**src/rtl/fp_mul_pkg.sv**
```systemverilog
// fp_mul_pkg -- shared definitions for the pipelined floating-point multiplier.
//
// Holds the operand class enum, the bit positions inside the 4-bit exception
// flag vector, and the single-precision reference constants (bias, all-ones
// exponent, canonical quiet NaN).  Modules that are parameterised for other
// widths derive their own width-specific constants from E and M.
//
// Optional feature macro used by the multiplier: FP_MUL_RNE_EN.

package fp_mul_pkg;

    // Reference (binary32) format.
    localparam int DEF_E = 8;
    localparam int DEF_M = 23;

    localparam int                 BIAS     = (1 << (DEF_E - 1)) - 1;
    localparam logic [DEF_E-1:0]   EXP_ALL1 = {DEF_E{1'b1}};
    localparam logic [31:0]        QNAN     = 32'h7FC0_0000;

    // Operand classification after flush-to-zero of subnormal inputs.
    typedef enum logic [1:0] {
        CLS_ZERO = 2'd0,
        CLS_NORM = 2'd1,
        CLS_INF  = 2'd2,
        CLS_NAN  = 2'd3
    } fp_class_e;

    // out_flags = {invalid, overflow, underflow, inexact}
    localparam int FLG_INVALID   = 3;
    localparam int FLG_OVERFLOW  = 2;
    localparam int FLG_UNDERFLOW = 1;
    localparam int FLG_INEXACT   = 0;

endpackage

```
**src/rtl/fp_unpack.sv**
```systemverilog
// fp_unpack -- splits an IEEE-754-style word into sign / exponent / mantissa
// and classifies it.  Subnormal encodings (exp == 0) are reported as ZERO so
// the multiplier treats them as zero (denormals-are-zero).
//
// Ports:
//   word  in   1+E+M  packed floating-point operand
//   sign  out  1      sign bit
//   exp   out  E      biased exponent field
//   man   out  M      stored mantissa field (no hidden bit)
//   cls   out  2      operand class (fp_class_e)

module fp_unpack
    import fp_mul_pkg::*;
#(
    parameter int E = 8,
    parameter int M = 23
) (
    input  logic [E+M:0] word,
    output logic         sign,
    output logic [E-1:0] exp,
    output logic [M-1:0] man,
    output fp_class_e    cls
);

    assign sign = word[E+M];
    assign exp  = word[E+M-1:M];
    assign man  = word[M-1:0];

    always_comb begin
        cls = CLS_NORM;
        if (exp == '0) begin
            cls = CLS_ZERO;
        end else if (exp == {E{1'b1}}) begin
            cls = (man == '0) ? CLS_INF : CLS_NAN;
        end
    end

endmodule

```
**src/rtl/float_multiplier_pipe.sv**
```systemverilog
// float_multiplier_pipe -- 3-stage pipelined IEEE-754-style multiplier with
// valid/ready flow control, special-value handling, flush-to-zero and flags.
//
// Optional feature: define FP_MUL_RNE_EN for round-to-nearest-even; without
// it the mantissa is truncated (round toward zero) and inexact is still set.
//
// Ports:
//   clk        in   1           rising-edge clock
//   rst_n      in   1           asynchronous active-low reset (released synchronously)
//   in_valid   in   1           operand pair valid
//   in_ready   out  1           pipeline accepts a pair this cycle
//   in1, in2   in   DATA_WIDTH  operands
//   out_valid  out  1           result valid
//   out_ready  in   1           downstream accepts result
//   out        out  DATA_WIDTH  product
//   out_flags  out  4           {invalid, overflow, underflow, inexact}

module float_multiplier_pipe
    import fp_mul_pkg::*;
#(
    parameter int DATA_WIDTH = 32,
    parameter int E          = 8,
    parameter int M          = 23
) (
    input  logic                  clk,
    input  logic                  rst_n,
    input  logic                  in_valid,
    output logic                  in_ready,
    input  logic [DATA_WIDTH-1:0] in1,
    input  logic [DATA_WIDTH-1:0] in2,
    output logic                  out_valid,
    input  logic                  out_ready,
    output logic [DATA_WIDTH-1:0] out,
    output logic [3:0]            out_flags
);

    localparam int EW = E + 2;        // signed exponent-sum width
    localparam int PW = 2 * M + 2;    // significand product width

    localparam logic signed [EW-1:0] BIAS_S     = EW'((1 << (E - 1)) - 1);
    localparam logic signed [EW-1:0] EXP_ALL1_S = EW'((1 << E) - 1);
    localparam logic signed [EW-1:0] EXP_ZERO_S = '0;
    localparam logic signed [EW-1:0] ONE_S      = EW'(1);

    localparam logic [DATA_WIDTH-1:0] QNAN_W = {1'b0, {E{1'b1}}, 1'b1, {(M-1){1'b0}}};

`ifdef FP_MUL_RNE_EN
    localparam bit RNE_EN = 1'b1;
`else
    localparam bit RNE_EN = 1'b0;
`endif

    // Round-to-nearest-even increment; constant zero in truncation builds.
    function automatic logic round_up(input logic lsb, input logic g, input logic st);
        return RNE_EN & g & (st | lsb);
    endfunction

    // Pack a finite result, saturating to Inf on overflow and flushing to
    // signed zero on underflow.  Returns {flags, word}.
    function automatic logic [DATA_WIDTH+3:0] saturate(
        input logic                 sgn,
        input logic signed [EW-1:0] ex,
        input logic [M-1:0]         man,
        input logic                 inexact
    );
        logic [3:0]            f;
        logic [DATA_WIDTH-1:0] w;
        f = '0;
        if (ex >= EXP_ALL1_S) begin
            w                = {sgn, {E{1'b1}}, {M{1'b0}}};
            f[FLG_OVERFLOW]  = 1'b1;
            f[FLG_INEXACT]   = 1'b1;
        end else if (ex <= EXP_ZERO_S) begin
            w                = {sgn, {(E+M){1'b0}}};
            f[FLG_UNDERFLOW] = 1'b1;
            f[FLG_INEXACT]   = 1'b1;
        end else begin
            w                = {sgn, ex[E-1:0], man};
            f[FLG_INEXACT]   = inexact;
        end
        return {f, w};
    endfunction

    // Reset synchroniser: assertion is immediate, release is aligned to clk.
    logic [1:0] rst_sync;
    logic       rst_ok;

    always_ff @(posedge clk or negedge rst_n) begin
        if (!rst_n) rst_sync <= 2'b00;
        else        rst_sync <= {rst_sync[0], 1'b1};
    end
    assign rst_ok = rst_sync[1];

    logic vld_p0, vld_p1, vld_p2;
    logic advance;

    // Whole pipeline moves as one; a held output freezes every stage.
    assign advance   = out_ready | ~vld_p2;
    assign in_ready  = advance & rst_ok;
    assign out_valid = vld_p2;

    // ---------------- S1: unpack, classify, exponent sum ----------------
    logic      sa, sb;
    logic [E-1:0] ea, eb;
    logic [M-1:0] ma, mb;
    fp_class_e ca, cb;

    fp_unpack #(.E(E), .M(M)) u_unpack_a (.word(in1), .sign(sa), .exp(ea), .man(ma), .cls(ca));
    fp_unpack #(.E(E), .M(M)) u_unpack_b (.word(in2), .sign(sb), .exp(eb), .man(mb), .cls(cb));

    logic                 nan_s1, inf_s1, zero_s1;
    logic signed [EW-1:0] exp_s1;

    always_comb begin
        nan_s1  = (ca == CLS_NAN) | (cb == CLS_NAN) |
                  ((ca == CLS_INF) & (cb == CLS_ZERO)) |
                  ((ca == CLS_ZERO) & (cb == CLS_INF));
        inf_s1  = ((ca == CLS_INF) | (cb == CLS_INF)) & ~nan_s1;
        zero_s1 = ((ca == CLS_ZERO) | (cb == CLS_ZERO)) & ~nan_s1;
        exp_s1  = $signed({2'b00, ea}) + $signed({2'b00, eb}) - BIAS_S;
    end

    logic                 sign_p0, nan_p0, inf_p0, zero_p0;
    logic signed [EW-1:0] exp_p0;
    logic [M:0]           mana_p0, manb_p0;

    always_ff @(posedge clk) begin
        if (advance) begin
            sign_p0 <= sa ^ sb;
            nan_p0  <= nan_s1;
            inf_p0  <= inf_s1;
            zero_p0 <= zero_s1;
            exp_p0  <= exp_s1;
            mana_p0 <= {1'b1, ma};
            manb_p0 <= {1'b1, mb};
        end
    end

    // ---------------- S2: significand product ----------------
    logic                 sign_p1, nan_p1, inf_p1, zero_p1;
    logic signed [EW-1:0] exp_p1;
    logic [PW-1:0]        prod_p1;

    always_ff @(posedge clk) begin
        if (advance) begin
            sign_p1 <= sign_p0;
            nan_p1  <= nan_p0;
            inf_p1  <= inf_p0;
            zero_p1 <= zero_p0;
            exp_p1  <= exp_p0;
            prod_p1 <= PW'(mana_p0) * PW'(manb_p0);
        end
    end

    // ---------------- S3: normalise, round, pack ----------------
    logic                  hi_s3, guard_s3, sticky_s3, rnd_s3;
    logic [M-1:0]          mant_pre_s3;
    logic [M:0]            mant_rnd_s3;
    logic signed [EW-1:0]  ex_s3;
    logic [DATA_WIDTH-1:0] res_s3;
    logic [3:0]            flg_s3;

    always_comb begin
        // Product of two [1,2) significands lies in [1,4); MSB set means >= 2.
        hi_s3       = prod_p1[PW-1];
        mant_pre_s3 = hi_s3 ? prod_p1[PW-2 -: M] : prod_p1[PW-3 -: M];
        guard_s3    = hi_s3 ? prod_p1[M] : prod_p1[M-1];
        sticky_s3   = hi_s3 ? |prod_p1[M-1:0] : |prod_p1[M-2:0];
        rnd_s3      = round_up(mant_pre_s3[0], guard_s3, sticky_s3);
        mant_rnd_s3 = {1'b0, mant_pre_s3} + (M+1)'(rnd_s3);
        // A rounding carry leaves the field at zero and bumps the exponent.
        ex_s3       = exp_p1 + (hi_s3 ? ONE_S : EXP_ZERO_S)
                             + (mant_rnd_s3[M] ? ONE_S : EXP_ZERO_S);

        flg_s3 = '0;
        if (nan_p1) begin
            res_s3               = QNAN_W;
            flg_s3[FLG_INVALID]  = 1'b1;
        end else if (inf_p1) begin
            res_s3 = {sign_p1, {E{1'b1}}, {M{1'b0}}};
        end else if (zero_p1) begin
            res_s3 = {sign_p1, {(E+M){1'b0}}};
        end else begin
            {flg_s3, res_s3} = saturate(sign_p1, ex_s3, mant_rnd_s3[M-1:0],
                                        guard_s3 | sticky_s3);
        end
    end

    always_ff @(posedge clk or negedge rst_ok) begin
        if (!rst_ok) begin
            vld_p0    <= 1'b0;
            vld_p1    <= 1'b0;
            vld_p2    <= 1'b0;
            out       <= '0;
            out_flags <= '0;
        end else if (advance) begin
            vld_p0    <= in_valid & in_ready;
            vld_p1    <= vld_p0;
            vld_p2    <= vld_p1;
            out       <= res_s3;
            out_flags <= flg_s3;
        end
    end

endmodule

```
**config.mk**
```make
export PLATFORM = sky130hd
export DESIGN_NAME = float_multiplier_pipe
export DESIGN_NICKNAME = d
export VERILOG_FILES = /design/src/rtl/fp_mul_pkg.sv /design/src/rtl/fp_unpack.sv /design/src/rtl/float_multiplier_pipe.sv
export SDC_FILE = /design/constraint.sdc
export NUM_CORES = 2
export LEC_CHECK = 0
export CORE_MARGIN = 2
export CORE_UTILIZATION = 45
export CTS_BUF_LIST = sky130_fd_sc_hd__clkbuf_4 sky130_fd_sc_hd__clkbuf_8
export DETAILED_ROUTE_END_ITERATION = 7
export PLACE_DENSITY_LB_ADDON = 0.3
export SETUP_SLACK_MARGIN = 0.15
export SKIP_LAST_GASP = 1
export SYNTH_ARGS = -nofsm -noshare
export SYNTH_HDL_FRONTEND = slang
export SYNTH_SLANG_ARGS = --single-unit
```
**constraint.sdc**
```tcl
create_clock -name clk -period 4.3 [get_ports clk]
set_input_delay 0.645 -clock clk [delete_from_list [all_inputs] [get_ports clk]]
set_output_delay 0.645 -clock clk [all_outputs]
set_load 0.02 [all_outputs]
```
**Yosys cells after proc, flatten, opt, wreduce, memory -nomap -nowiden**

Index checks and enable logic that the tools add are counted.

- Flip-flop bits (word level): 163
- Input port bits: 68
- Output and inout bits: 38
- Logic and storage cells: 79

- Add/subtract/negate cells: 3
- $mul: 1
- Order comparisons: 2
- Equal/unequal tests: 6
- Muxes and demuxes: 24
- Bitwise gates (word level): 16
- Reduce and logical (&&, ||, !) cells: 8

Operator list:

| cell | number |
|---|---|
| $mux W31 | 4 |
| $mul A24 B24 Y48 | 1 |
| $logic_not A23 Y1 | 2 |
| $mux W32 | 1 |
| $mux W23 | 1 |
| $reduce_or A23 Y1 | 1 |
| $reduce_or A22 Y1 | 1 |
| $eq A8 B8 Y1 const B | 2 |
| $logic_not A8 Y1 | 2 |
| $mux W1 | 11 |
| $add A10 B2 Y10 | 1 |
| $ge A10 B9 Y1 const B | 1 |
| $le A10 B1 Y1 const B | 1 |
| $sub A9 B7 Y10 const B | 1 |
| $add A8 B8 Y9 | 1 |
| $mux W3 | 3 |
| $eq A2 B2 Y1 const B | 4 |
| $mux W2 | 4 |
| $or A1 B1 Y1 | 7 |
| $and A1 B1 Y1 | 6 |
| $logic_not A2 Y1 | 2 |
| $not A1 Y1 | 2 |
| $xor A1 B1 Y1 | 1 |

**Depth between registers and ports, before layout**

- Depth after elaboration: 10
- Mapped depth: 26
- Gate-level depth less buffers: 24

**Cells and area by module**

Synthesis repeated with hierarchy kept, for this count alone.

- Cell total of the unflattened synthesis: 2635
- Area, all modules: 25640.8 µm²

Modules (own cells, without submodules):

| module | times used | cells each | area each (µm²) | seq. area each (µm²) |
|---|---|---|---|---|
| float_multiplier_pipe | 1 | 2543 | 24967.7 | 4689.5 |
| fp_unpack | 2 | 46 | 336.6 | 0.0 |

**Least setup slack after synthesis**

Ideal clock, no wire load.

- Path type: flip-flop to flip-flop
- Start: reg mana_p0[19]
- End: reg prod_p1[35] (data pin)
- Setup time: 265 ps
- Data arrival time: 6294 ps
- Required time: 4035 ps
- Setup slack: -2259 ps
- Cell stages (with the launch flop): 25
- Path buffers: 2
- Clock period less this slack: 6559 ps
- Cell sequence: edfxtp_1 -> clkbuf_1 -> nand2_1 -> fa_1 -> inv_1 -> fa_1 -> inv_1 -> fa_1 -> inv_1 -> fa_1 -> fa_1 -> fa_1 -> inv_1 -> fa_1 -> inv_1 -> ha_1 -> buf_2 -> o21a_1 -> o21a_1 -> o21ai_0 -> nor2_1 -> nor2_1 -> o41ai_4 -> and3b_1 -> or3_1

- Cells in the longest elaborated chain, start to end: 1

RTL lines:

| what | line | text |
|---|---|---|
| from (decl) | float_multiplier_pipe.sv:125 | `logic [M:0] mana_p0, manb_p0;` |
| from (signal assigned) | float_multiplier_pipe.sv:134 | `mana_p0 <= {1'b1, ma};` |
| $mul A24 B24 Y48 | float_multiplier_pipe.sv:151 | `prod_p1 <= PW'(mana_p0) * PW'(manb_p0);` |
| to (signal assigned) | float_multiplier_pipe.sv:151 |  |
| to (decl) | float_multiplier_pipe.sv:142 | `logic [PW-1:0] prod_p1;` |

Every way passes these cells.
A chain may end at the register's enable or synchronous reset.

**Worst setup path in the final report**

- Start: reg manb_p0[14]
- End: reg prod_p1[44] (data pin)

- Cells in the longest elaborated chain, start to end: 1

RTL lines:

| what | line | text |
|---|---|---|
| from (decl) | float_multiplier_pipe.sv:125 |  |
| from (signal assigned) | float_multiplier_pipe.sv:135 | `manb_p0 <= {1'b1, mb};` |
| $mul A24 B24 Y48 | float_multiplier_pipe.sv:151 |  |

Every way passes these cells.

==> reports/results.ini <==
[outcome]
status = finished with violations
violations = negative setup slack

[cts]
clk_latency_ns = 0.58
clk_pin_slew_ns = 0.10
cts_inserted_buffers = 17
numClockSinks = 163
cts_buffer_depth = 2
cts-htree-levels = 4
hold_buffers = 0
cts_tree = built
cts_root_buf = clkbuf_8

[yosys]
ys_types = 64
syn_area_per_cell_um2 = 9.82
post-synth-top-count-cell = inv_1
syn_inst = 2577
syn_area_um2 = 25300
postSynth.asyncResetShare_pct = 25.2
netlist.area_leader.share_pct = 38.2
ys_seq_area_share_pct = 18.5
synth.net_count = 3318
synth-seq-cells = 163
ys_top_cells_by_area = fa_1 38%, edfxtp_1 14%, ha_1 9.4%, inv_1 8.7%, and2_1 6.2%
synth-edff-count = 122
synthTopCellsByCount = 589 x inv_1, 483 x fa_1, 312 x nand2_1
yosys_warnings = 0
yosys.area.top_type = fa_1
synthFlopType = edfxtp_1

[detailed_routing]
first_pass_iters = 5
routedWlPerCell_um = 19.2
vias = 19000
viasPerCell = 5.12
drt-total-wl_um = 71400
ant_nets = 0
drc_errors = 0
drtIter0Drc = 1001

[grt]
overflow = 0
grtUsageMet3_pct = 3.59
use_met1_pct = 31.5
top_usage_layer = met2
grt_use_met2_pct = 46.1
grt_usage_pct = 25.9
grt_max_degree = 136
grt_pass1_wl_um = 113000
first_global_vias = 20900
antenna_found_initial = 3

[timing]
worst_slew_pin_slew_ns = 0.935
fmax_ghz = 0.149
finalCritPeriodShare_pct = 156
rsz0062_at_grt = yes
relSlewSlack_pct = 37.7
setup_viol = 40
final.setup.worst_slack_ns = -2.42
skew_ns = 0.0349
slew_viol_final = 0
finalHoldViolations = 0
period_minus_slack_ns = 6.72
holdWs_ns = 0.240

[cells_and_area]
multiInputGateArea_um2 = 19000
area_delta_synth_final_pct = 25.0
drive_gt1_share_pct = 21.1
seq_area_um2 = 4690
num-nets-final = 3690
fillers = 4871
stdcell_count = 3712

[worst_hold_path]
min_path_type = primary input to async pin

[critical_path]
reg2reg_setup_slack_ns = -2.42
max_stage_delay_ns = 0.56
cp_max_fo = 15
cp-start-kind = flip-flop
crit_type = flip-flop to flip-flop
critPathSlowestCell = fa_1
worstPathArrival_ns = 7.16
critPathRequiredTime_ns = 4.73
r2r_cells = 24
r2r_start = manb_p0[14]
cp-end-kind = flip-flop
reg2reg_to = prod_p1[44]
crit_chain = buf_12 -> buf_4 -> and2_4 -> fa_1 -> inv_1 -> fa_1 -> inv_2 -> fa_2 -> fa_1 -> fa_1 -> fa_1 -> inv_1 -> fa_1 -> inv_1 -> ha_4 -> buf_4 -> nand2_1 -> o21ai_1 -> a21o_1 -> a31oi_4 -> a211o_1 -> o21ai_2 -> mux2i_1 -> and3_1
cpMostUsedCell = fa_1

[die]
start_util_pct = 45.7
pin_count = 106
core_um2 = 55300
die_h_um = 241
die_width_um = 241
die-area_um2 = 58100
row_count = 86

[placed_design]
post-dp-hpwl_um = 59700
dp_cells = 3621
place_congestion = 0.920
dp_slack_ns = -2.55
portBuffers = 105

[run]
max-cap-violations = 0

area by class of cell:
class                   count  share of cell area, %
clock buffers              17                  0.740
multi-input cells        1706                   60.1
diodes                      2                 0.0158
flip-flops and latches    163                   14.8
repair buffers            468                   13.7
well taps                 748                   2.96
inverters                 593                   7.10
clock inverters            15                  0.503
worst max path at each step:
stage / end / slack, ns / startpoint / depth (start not counted)
finish: prod_p1[44] / -2.42 / manb_p0[14] / 24
global route: prod_p1[44] / -2.64 / mana_p0[15] / 24
CTS: prod_p1[35] / -2.37 / manb_p0[0] / 26
detailed placement: prod_p1[44] / -2.55 / mana_p0[21] / 23
global placement: prod_p1[44] / -2.45 / manb_p0[0] / 23
floorplan: prod_p1[35] / -2.09 / mana_p0[19] / 23
worst max-delay path: cells and delay by family (launching register included):
kind                       cells  cell delay, ns
adders and majority gates      8            3.81
AOI/OAI and AO/OA              5            1.13
buffers and inverters          7            0.67
DFF                            1            0.44
and+or+nand+nor                3            0.35
muxes                          1            0.20
kinds of logic after synthesis:
| group | share of synthesized area (%) |
|---|---|
| and+or+nand+nor | 14.7 |
| buffers and inverters | 10.6 |
| muxes | 0.989 |
| other | 0.0148 |
| adders and majority gates | 47.6 |
| DFF | 18.5 |
| AOI/OAI and AO/OA | 5.47 |
| xor gates and xnor gates | 2.01 |
layer usage:
layer  wire, µm  vias up
li1           -     8581
met1      28100     9822
met2      37400      471
met3       3190      120
met4       2800        0
met5          0        -
sequential cells by signal, indices dropped and copies added, names as in the netlist:
| name | flops |
|---|---|
| prod_p1 | 48 |
| exp_p0 | 10 |
| manb_p0 | 23 |
| out_valid | 1 |
| zero_p1 | 1 |
| nan_p0 | 1 |
| nan_p1 | 1 |
| out | 32 |
| rst_sync | 2 |
| zero_p0 | 1 |
| sign_p0 | 1 |
| inf_p0 | 1 |
| out_flags | 4 |
| mana_p0 | 23 |
| inf_p1 | 1 |
| vld_p0 | 1 |
| sign_p1 | 1 |
| exp_p1 | 10 |
| vld_p1 | 1 |
layout by cell type (no fill, tap or decap), types with 7 or more instances in the layout:
master and n:
a21o_1 34, a21oi_1 42, a21oi_2 10, a21oi_4 7, and2_1 226, and2_4 26
and3_1 7, buf_12 32, buf_4 292, buf_6 37, clkbuf_8 17, clkdlybuf4s50_1 105
dfrtp_1 41, edfxtp_1 122, fa_1 456, fa_2 27, ha_1 159, ha_4 29
inv_1 558, inv_2 28, mux2i_1 25, nand2_1 301, nand2_2 8, nand3_1 22
nand4_1 15, nor2_1 62, nor3_1 8, nor4_1 21, o21ai_0 14, o21ai_2 27
o21bai_1 7, or3_1 8, xnor2_1 34, xor2_1 17
through the flow:
step	area, µm²	setup TNS [ns]	util [%]
floorplan	25900	-59.67	-
global placement	29800	-79.59	54.0
detailed placement	29800	-81.72	54.0
CTS	30900	-77.95	55.8
global route	31600	-87.02	57.1
finish	31600	-79.49	57.2
timing repair:
action,in CTS,in global routing
setup buffers,33,23
pin swaps,51,62
gates cloned,1,1
endpoints found under the setup margin,42,42
gates resized for setup,79,125
Power is left out: the tool's default activity adds up to more than one toggle a clock period on the data nets, which glitch-free logic cannot reach.
